--- src/rtl/ewb_drain_arbiter.sv ---
// ewb_drain_arbiter: memory-side arbiter between L2 line fills and EWB drains.
// Each 256-bit line moves as four 64-bit beats. The EWB head is popped only
// after its last write beat, so it stays visible to EWB hit checks while draining.
module ewb_drain_arbiter #(
    parameter int unsigned width      = 256,
    parameter int unsigned beat_width = 64,
    parameter int unsigned starve_max = 4
) (
    input  logic                  clk,
    input  logic                  rst,
    input  logic                  ewb_empty_i,
    input  logic                  ewb_full_i,
    input  logic [width-1:0]      ewb_data_i,
    input  logic [31:0]           ewb_addr_i,
    output logic                  ewb_yumi_o,
    output logic                  draining_o,
    output logic [31:0]           drain_addr_o,
    input  logic                  rd_req_i,
    input  logic [31:0]           rd_addr_i,
    output logic [width-1:0]      rd_data_o,
    output logic                  rd_resp_o,
    output logic [31:0]           mem_addr_o,
    output logic                  mem_read_o,
    output logic                  mem_write_o,
    output logic [beat_width-1:0] mem_wdata_o,
    input  logic [beat_width-1:0] mem_rdata_i,
    input  logic                  mem_resp_i
);

    localparam int unsigned beats     = width / beat_width;
    localparam int unsigned cnt_w     = (beats > 1) ? $clog2(beats) : 1;
    localparam int unsigned starve_w  = $clog2(starve_max + 1);
    localparam logic [cnt_w-1:0]    last_beat  = cnt_w'(beats - 1);
    localparam logic [starve_w-1:0] starve_lim = starve_w'(starve_max);
    localparam logic [31:0]         line_mask  = ~32'(width / 8 - 1);

    typedef enum logic [2:0] {
        IDLE,
        RD_BURST,
        RD_DONE,
        WR_BURST,
        WR_DONE
    } state_t;

    state_t              state_q, state_d;
    logic [cnt_w-1:0]    cnt_q, cnt_d;
    logic [starve_w-1:0] starve_q, starve_d;
    logic [31:0]         addr_q, addr_d;
    logic [31:0]         drain_addr_q, drain_addr_d;
    logic [width-1:0]    wbuf_q, wbuf_d;
    logic [width-1:0]    rdata_q, rdata_d;
    logic                wr_grant;
    logic                rd_grant;

    // State and datapath registers; reset aborts any burst without pop or resp.
    always_ff @(posedge clk or posedge rst) begin
        if (rst) begin
            state_q      <= IDLE;
            cnt_q        <= '0;
            starve_q     <= '0;
            addr_q       <= '0;
            drain_addr_q <= '0;
            wbuf_q       <= '0;
            rdata_q      <= '0;
        end else begin
            state_q      <= state_d;
            cnt_q        <= cnt_d;
            starve_q     <= starve_d;
            addr_q       <= addr_d;
            drain_addr_q <= drain_addr_d;
            wbuf_q       <= wbuf_d;
            rdata_q      <= rdata_d;
        end
    end

    // Grant arbitration, beat sequencing and read-line assembly.
    always_comb begin
        state_d      = state_q;
        cnt_d        = cnt_q;
        starve_d     = starve_q;
        addr_d       = addr_q;
        drain_addr_d = drain_addr_q;
        wbuf_d       = wbuf_q;
        rdata_d      = rdata_q;
        wr_grant     = 1'b0;
        rd_grant     = 1'b0;

        unique case (state_q)
            IDLE: begin
                // A full or starved EWB beats reads; otherwise reads win.
                if (!ewb_empty_i && (ewb_full_i || starve_q == starve_lim)) begin
                    wr_grant = 1'b1;
                end else if (rd_req_i) begin
                    rd_grant = 1'b1;
                end else if (!ewb_empty_i) begin
                    wr_grant = 1'b1;
                end

                if (wr_grant) begin
                    addr_d       = ewb_addr_i & line_mask;
                    drain_addr_d = ewb_addr_i & line_mask;
                    wbuf_d       = ewb_data_i;
                    cnt_d        = '0;
                    state_d      = WR_BURST;
                end else if (rd_grant) begin
                    addr_d  = rd_addr_i & line_mask;
                    cnt_d   = '0;
                    state_d = RD_BURST;
                end
            end
            WR_BURST: begin
                if (mem_resp_i) begin
                    cnt_d = cnt_q + cnt_w'(1);
                    if (cnt_q == last_beat) begin
                        state_d = WR_DONE;
                    end
                end
            end
            RD_BURST: begin
                if (mem_resp_i) begin
                    for (int b = 0; b < int'(beats); b++) begin
                        if (cnt_q == cnt_w'(b)) begin
                            rdata_d[b*beat_width +: beat_width] = mem_rdata_i;
                        end
                    end
                    cnt_d = cnt_q + cnt_w'(1);
                    if (cnt_q == last_beat) begin
                        state_d = RD_DONE;
                    end
                end
            end
            WR_DONE: state_d = IDLE;
            RD_DONE: state_d = IDLE;
            default: state_d = IDLE;
        endcase

        // Count reads that overtook a waiting EWB entry.
        if (ewb_empty_i || wr_grant) begin
            starve_d = '0;
        end else if (rd_grant && starve_q != starve_lim) begin
            starve_d = starve_q + starve_w'(1);
        end
    end

    // Outputs decoded purely from registered state.
    always_comb begin
        ewb_yumi_o   = (state_q == WR_DONE);
        rd_resp_o    = (state_q == RD_DONE);
        mem_read_o   = (state_q == RD_BURST);
        mem_write_o  = (state_q == WR_BURST);
        draining_o   = (state_q == WR_BURST) || (state_q == WR_DONE);
        drain_addr_o = drain_addr_q;
        mem_addr_o   = addr_q;
        rd_data_o    = rdata_q;
        mem_wdata_o  = '0;
        if (state_q == WR_BURST) begin
            for (int b = 0; b < int'(beats); b++) begin
                if (cnt_q == cnt_w'(b)) begin
                    mem_wdata_o = wbuf_q[b*beat_width +: beat_width];
                end
            end
        end
    end

endmodule
--- config.mk ---
export PLATFORM = sky130hd
export DESIGN_NAME = ewb_drain_arbiter
export DESIGN_NICKNAME = d
export VERILOG_FILES = /design/src/rtl/ewb_drain_arbiter.sv
export SDC_FILE = /design/constraint.sdc
export NUM_CORES = 1
export LEC_CHECK = 0
export BUFFER_PORTS_ARGS = -buffer_cell sky130_fd_sc_hd__buf_2
export CORE_AREA = 5 5 303 305
export DETAILED_ROUTE_END_ITERATION = 8
export DIE_AREA = 0 0 308 310
export PLACE_DENSITY_LB_ADDON = 0.1
export SLEW_MARGIN = 20
export SYNTH_ARGS = -nofsm -noshare
export SYNTH_HDL_FRONTEND = slang
export SYNTH_SLANG_ARGS = --single-unit
--- constraint.sdc ---
create_clock -name clk -period 16.4 [get_ports clk]
set_input_delay 0.82 -clock clk [delete_from_list [all_inputs] [get_ports clk]]
set_output_delay 0.82 -clock clk [all_outputs]
set_load 0.01 [all_outputs]
* Yosys cells after proc, flatten, opt, wreduce, memory -nomap -nowiden *
Cells that the tools add are included.

word-level totals
  output and inout port bits = 389
  bits in registers = 579
  logic and storage cells = 76

cells by class
  $add $sub $neg = 2
  muxes and demuxes = 29
  eq/ne operators = 15
  reductions and logical operators = 20

operator list
  kind                   count
  $mux W64               5
  $mux W32               2
  $mux W3                8
  $reduce_and A3 Y1      5
  $ne A2 B1 Y1 const B   5
  $mux W1                9
  $pmux W3 S3            1
  $eq A3 B2 Y1 const B   2
  $eq A3 B3 Y1 const B   2
  $mux W2                3
  $reduce_bool A2 Y1     3
  $reduce_and A5 Y1      1
  $eq A2 B2 Y1 const B   2
  $pmux W2 S2            1
  $reduce_and A2 Y1      2
  $add A3 B1 Y3 const B  1
  $eq A3 B1 Y1 const B   1
  $logic_not A3 Y1       1
  $logic_or A1 B1 Y1     3
  $ne A3 B1 Y1 const B   1
  $ne A3 B3 Y1 const B   1
  $add A2 B1 Y2 const B  1
  $eq A2 B1 Y1 const B   1
  $logic_and A1 B1 Y1    2
  3 further kinds        3

* Logic depth before layout (Yosys ltp) *
Gate-level depths: netlist of run 1.

  depth in word-level cells = 9
  mapped depth = 8

* Least setup slack after synthesis of run 1 *
OpenSTA, ideal clock, no wires.

  path type = reg2out
  from = reg cnt_q[0]
  to = out mem_wdata_o[57]
  cell stages (with the launch flop) = 8
  data arrival time = 1.763 ns
  buffers on the path = 2
  required time = 15.580 ns
  slack = 13.817 ns
  cells stage by stage = dfrtp_1 > inv_1 > ha_1 > buf_2 > clkbuf_1 > a221oi_1 > a211o_1 > a21oi_1

on the way
  longest elaborated chain between the ends = 6
  elaborated cells on any way between the ends = 9

ends and longest elaborated chain
  what                    line  source
  start, declared         46    logic [cnt_w-1:0] cnt_q, cnt_d;
  start signal, assigned  67    cnt_q <= cnt_d;
  $logic_not A2 Y1        158   if (cnt_q == cnt_w'(b)) begin
  $mux W64 (3 in series)  158
  $mux W64 *              158
  $mux W64 *              156   if (state_q == WR_BURST) begin
  end, declared           25    output logic [beat_width-1:0] mem_wdata_o,

Every way passes the cells marked *; elsewhere a longest branch is shown, timed or not.

* Worst setup path in the final report of run 1 *
  from = reg cnt_q[0]
  to = out mem_wdata_o[46]

Same word-level chain as after synthesis.

==> results of run 1 <==
## how the worst min path moves through the flow
stage | slack, ns | startpoint | endpoint | depth (start not counted)
after floorplan | 0.46 | wbuf_q[67] | wbuf_q[67] | 1
after global placement | 0.47 | wbuf_q[58] | wbuf_q[58] | 1
after detailed placement | 0.48 | wbuf_q[67] | wbuf_q[67] | 1
after CTS | 0.34 | rst | rd_data_o[69] | 2
after global routing | 0.38 | ewb_data_i[55] | wbuf_q[55] | 2
final | 0.38 | rst | rd_data_o[65] | 2
## metal layers
layer / GRT usage (%) / wire length (um)
met5: 0 / 219
met4: 5.410 / 2420
met3: 6.310 / 7428
met2: 29.47 / 42750
met1: 20.32 / 33960
## layout make-up
cell class | count | area, um2 | share of cell area (%)
Sequential cell | 574 | 14360 | 43.68
Multi-Input combinational cell | 934 | 10420 | 31.68
Timing Repair Buffer | 778 | 4001 | 12.17
Clock buffer | 113 | 2138 | 6.503
Tap cell | 1176 | 1471 | 4.475
Inverter | 71 | 270.3 | 0.8219
Clock inverter | 15 | 163.9 | 0.4985
Antenna cell | 22 | 55.05 | 0.1674
## Yosys cell counts, drive strengths merged
cell / instances / area (um2)
mux2i: 29 / 290.3
nor2: 32 / 136.4
a211oi: 1 / 7.510
o21bai: 1 / 7.510
o21a: 1 / 7.510
conb: 1 / 3.750
or3: 1 / 11.26
a22oi: 1 / 7.510
a21oi: 92 / 460.4
o21ai: 2 / 13.76
nand2: 73 / 339.1
inv: 71 / 266.5
a221oi: 64 / 560.5
a32o: 1 / 10.01
a211o: 64 / 560.5
nand4b: 1 / 8.760
ha: 6 / 75.07
nor3b: 4 / 35.03
mux2: 539 / 7721
dfrtp: 574 / 14360
nor3: 2 / 10.01
clkbuf: 41 / 153.9
a31oi: 1 / 6.260
nand2b: 2 / 12.51
nand3b: 1 / 7.510
and2: 3 / 18.77
nor2b: 1 / 6.260
buf: 87 / 1012
or2: 1 / 6.260
o31ai: 1 / 7.510
## cells by family (layout without fill, tap and decap cells)
kind of cell    Yosys count  count (layout)  share of synthesized area [%]
other cells               1              32                        0.01435
buf+inv                 199             977                          5.483
mux                     568             568                          30.66
compound gates          229             229                          6.312
fa+ha+maj                 6               6                         0.2873
simple gates            121             121                          2.265
flops                   574             574                          54.98
## report_power, final
group          switching [mW]  internal, mW  leakage [nW]  total, mW
clock                   0.636         0.916          1.12       1.55
combinational            1.35          1.52          8.67       2.87
sequential              0.399          2.12          6.91       2.52
total                    2.39          4.56          16.7       6.94
## state kept, by name, summed over array words and instances (netlist names)
register / count
mem_addr_o: 27
cnt_q: 2
drain_addr_o: 27
rd_data_o: 256
starve_q: 3
wbuf_q: 256
state_q: 3
## through the flow
step | hold slack, ns | power (mW)
floorplan | 0.4581 | 4.401
global placement | 0.4681 | 5.419
detailed placement | 0.4776 | 5.459
CTS | 0.3402 | 7.075
global route | 0.3772 | 7.355
finish | 0.3771 | 6.944
==> metrics, run 1 <==
routed wire length 86770 um; unrepaired setup endpoints after global routing false; clock latency on the worst-skew pair ~0.62 ns; fmax between 200 and 250 MHz; GRT overflow 0; clk buf depth 3; Die Height ~310 um; WL/cell approximately 24 um; Worst-Margin Slew about 1.2 ns; most common cell after layout, fill and taps aside buf_2; crit-path max FO 42; Final period util around 29%; DR DRC count 0; Row Count 110; DR pass1 iterations 6; Slew HR around 18%; crit end category output pin; Max IR drop VDD 98.57 uV; most used cell, CP buf_4; number of clock sinks around 570; layout cell share with drive strength beyond 1 between 50 and 60%; Post-DP Area about 0.030 mm2; cell count after placement roughly 3500; Critical path buffers and inverters 4; Crit Reg-Reg Endpoint wbuf_q[38]; Min-Delay Path Class input port to asynchronous set/reset pin; Detail Route Antenna Nets 0; DIE AREA between 0.09 and 0.1 mm2; setup TNS 0 ns; CP Depth 9; Final Setup Violations 0; P per Cell Area ~210 mW/mm2; total track usage ~17%; Die W slightly above 300 um; Yosys reg bits ~570; Nets 2826; Synth cell types between 40 and 50; Post-Syn Instances around 1700; post-route cell area between 0.03 and 0.04 mm2; Area Growth Syn to Fin 25.85%; worst-path cell chain inv_1, ha_1, nor2b_4, buf_4, buf_4, a221oi_1, a211o_1, a21oi_1, buf_2; CTS tree done; Mapped Area around 0.026 mm2; Critical Path Sink mem_wdata_o[46]; Ys Warns 0; initial antenna violation count 41; largest net degree at the start of global routing approximately 150; Clock transition at path regs roughly 0.060 ns; MaxCap Viol Count 0; hold-fix buffers at CTS 0; WP data required between 15 and 20 ns; Vias 16826; R2R Setup Slk 11.95 ns; vias in the first global route 18371; gp weighted congestion approximately 0.80; core area between 0.08 and 0.09 mm2; PostCTS Resize Cnt 0; vias per inst around 4.6; outcome completed; Mapped Avg Cell Area about 15 um2; Hold Fails Final Rpt 0; Initial Util 29.34%; IO Port Bufs around 760; Lkg Pwr about 17 nW; r2r worst-path depth 6; Finished Layout Cells roughly 3700; Detailed Place HPWL 60740 um; crit path launch cnt_q[0]; Final Skew 0.02312 ns; fillcell total 8742; first-pass GRT wire length approximately 120000 um; Slew Limit Fails 0; Crit-path slowest cell buf_4; sequential cell area fraction in the yosys report between 50% and 60%; arrival time at the worst endpoint 3.87 ns; pre-CTS WS about 12 ns; fin worst setup slack 11.71 ns; I/O pins around 780; number of buffers created by CTS 71; H-tree levels 3; Reg2Reg Launch Point state_q[1]; critical path class flip-flop to output pin; clk root buf clkbuf_16; Finished Core Util a little under two fifths; final worst path period need approximately 4.7 ns; drt initial violations approximately 790; post-CTS setup buffer count 0; crit-path max cell delay between 0.5 and 0.6 ns; startpoint types flip-flop; most frequent cells in the layout 758 x buf_2, 574 x dfrtp_1, 440 x mux2_4; Top delay family on crit path buffers and inverters
No activity file was read; power rests on OpenSTA's default activity.
==> run 2: changes to the inputs <==
==> constraint.sdc (replaced) <==
create_clock -name clk -period 4.8 [get_ports clk]
set_input_delay 0.24 -clock clk [delete_from_list [all_inputs] [get_ports clk]]
set_output_delay 0.24 -clock clk [all_outputs]
set_load 0.01 [all_outputs]
==> metrics, run 2 (synthesis results as in run 1) <==
GRT overflow 0 (unchanged); fillcell total 8390 (-4.0%); Slew Limit Fails 0 (unchanged); outcome completed; DR DRC count 0 (unchanged); most frequent cells in the layout 759 x buf_2, 574 x dfrtp_1, 440 x mux2_4; Final Power 24.06 mW (+250%); net switching fraction of the power 34.26% (-0.087 points); Flop pwr share 35.8% (-0.5 points); total track usage 17.63% (+0.41 points); Finished Core Util 41.36% (+4.4 points); crit-path max FO 30 (-29%); largest net degree at the start of global routing 139 (-7.9%); IO Port Bufs 758 (unchanged); Clock transition at path regs 0.05 ns (about the same); Detailed Place HPWL 61610 um (+1.4%); Internal 15.82 mW (+250%); Lkg Pwr 18.40 nW (+10%); number of buffers created by CTS 71 (unchanged); Die W 308 um (unchanged); critical path class flip-flop to output pin; R2R Setup Slk 1.81 ns (-10.14 ns); Row Count 110 (unchanged); NetSw 8.243 mW (+250%); clk buf depth 3 (unchanged); gp weighted congestion 0.7921 (-1.0%); Area Growth Syn to Fin 40.96%; Detail Route Antenna Nets 0 (unchanged); MaxCap Viol Count 0 (unchanged); Final period util 83.27%; vias per inst 4.470 (-2.1%); worst-path cell chain inv_1, ha_1, nor2b_4, buf_4, a221oi_1, a211o_1, a21oi_1, buf_2; startpoint types flip-flop; crit end category output pin; unrepaired setup endpoints after global routing false; core area 0.08905 mm2 (unchanged); vias in the first global route 20132 (+9.6%); crit-path max cell delay 0.92 ns (+0.33 ns); metal3 WL 5669 um (-24%); Min-Delay Path Class input port to flip-flop; clock latency on the worst-skew pair 0.60 ns (-0.02 ns); most common cell after layout, fill and taps aside buf_2; Die Height 310 um (unchanged); Final Skew 0.02234 ns (-0.0007756 ns); first-pass GRT wire length 130000 um (+4.1%); PostCTS Resize Cnt 0 (unchanged); Max IR drop VDD 350.9 uV (+260%); drt initial violations 846 (+7.0%); Initial Util 29.34% (unchanged); fmax roughly 250 MHz; DR pass1 iterations 5 (-1); number of clock sinks 574 (unchanged); arrival time at the worst endpoint 3.76 ns (-0.11 ns); Final Setup Violations 0 (unchanged); setup TNS 0 ns (unchanged); Reg2Reg Launch Point cnt_q[1]; WP data required 4.56 ns (-11.02 ns); M1 wire length 36580 um (+7.7%); Worst-Margin Slew 1.093 ns (-0.1444 ns); met2 wire length 43400 um (+1.5%); H-tree levels 3 (unchanged); Vias 18177 (+8.0%); Crit Reg-Reg Endpoint rd_data_o[69]; Clk pwr share 22.3% (about the same); routed wire length 88280 um (+1.7%); WL/cell 21.71 um (-7.8%); P per Cell Area 653.3 mW/mm2 (+210%); Slew HR 26.92% (+9.4 points); layout cell share with drive strength beyond 1 49.60% (-6.7 points); Crit-path slowest cell nor2b_4; Nets 3216 (+14%); clk root buf clkbuf_16; DIE AREA 0.09548 mm2 (unchanged); combinational share of power 41.9% (+0.6 points); CTS tree done; DR top layer met5; initial antenna violation count 17 (-59%); Hold Fails Final Rpt 0 (unchanged); r2r worst-path depth 5 (-1); I/O pins 779 (unchanged); final worst path period need about 4 ns; crit path launch cnt_q[0]; Critical Path Sink mem_wdata_o[25]
[run 2: area by class of cell]
class,count,area [um2],share of cell area [%]
clock buffers,102,2106,5.718
clock inverters,28,241.5,0.6557
well taps,1176,1471,3.995
multi-input cells,934,10420,28.29
inverters,71,270.3,0.7338
flip-flops and latches,574,14360,39.00
diodes,13,32.53,0.08833
repair buffers,1168,7925,21.52
[run 2: what timing repair did]
item / in CTS / in global routing
setup buffers: 0 / 0
hold endpoints to repair: 588 / 0
hold buffers: 377 / 0
[run 2: worst min-delay path by stage]
stage	start	endpoint	slack, ns	depth (start not counted)
final	ewb_full_i	starve_q[1]	0.20	5
after global routing	ewb_full_i	starve_q[1]	0.19	5
after CTS	ewb_full_i	starve_q[1]	0.15	5
after detailed placement	ewb_empty_i	starve_q[0]	0.46	2
after global placement	rst	rd_data_o[69]	0.46	2
after floorplan	ewb_empty_i	starve_q[1]	0.30	1
[run 2: per-stage QoR]
stage / setup slack [ns] / area (um2) / instances / hold WS (ns)
2_1_floorplan: -3.260 / 26170 / 1707 / 0.3031
5_1_grt: 0.5869 / 36820 / 4064 / 0.1895
3_5_place_dp: 1.356 / 30680 / 3546 / 0.4635
4_1_cts: 0.6944 / 36800 / 4053 / 0.1482
6_report: 0.8030 / 36830 / 4066 / 0.2001
3_3_place_gp: 1.384 / 30670 / 3545 / 0.4594
[run 2: worst max-delay path, delay by kind of cell (launching register included)]
family | cells | cell delay (ns)
flops | 1 | 0.45
buf+inv | 3 | 0.85
fa+ha+maj | 1 | 0.30
simple gates | 1 | 0.92
compound gates | 3 | 0.63
[run 2: layer usage]
metal,track usage [%],vias to the layer above
met5,0,-
met4,5.138,4
met3,4.547,130
met2,30.66,583
met1,21.76,9153
li1,-,8307
[run 2: power groups by stage]
stage                     logic [mW]  registers, mW  clock network [mW]
final                           10.1           8.62                5.36
after global routing            10.8           8.92                5.74
after CTS                       10.3           8.61                5.56
after detailed placement        9.98           8.66                   0
after global placement          9.93           8.61                   0
after floorplan                 6.03           9.01                   0
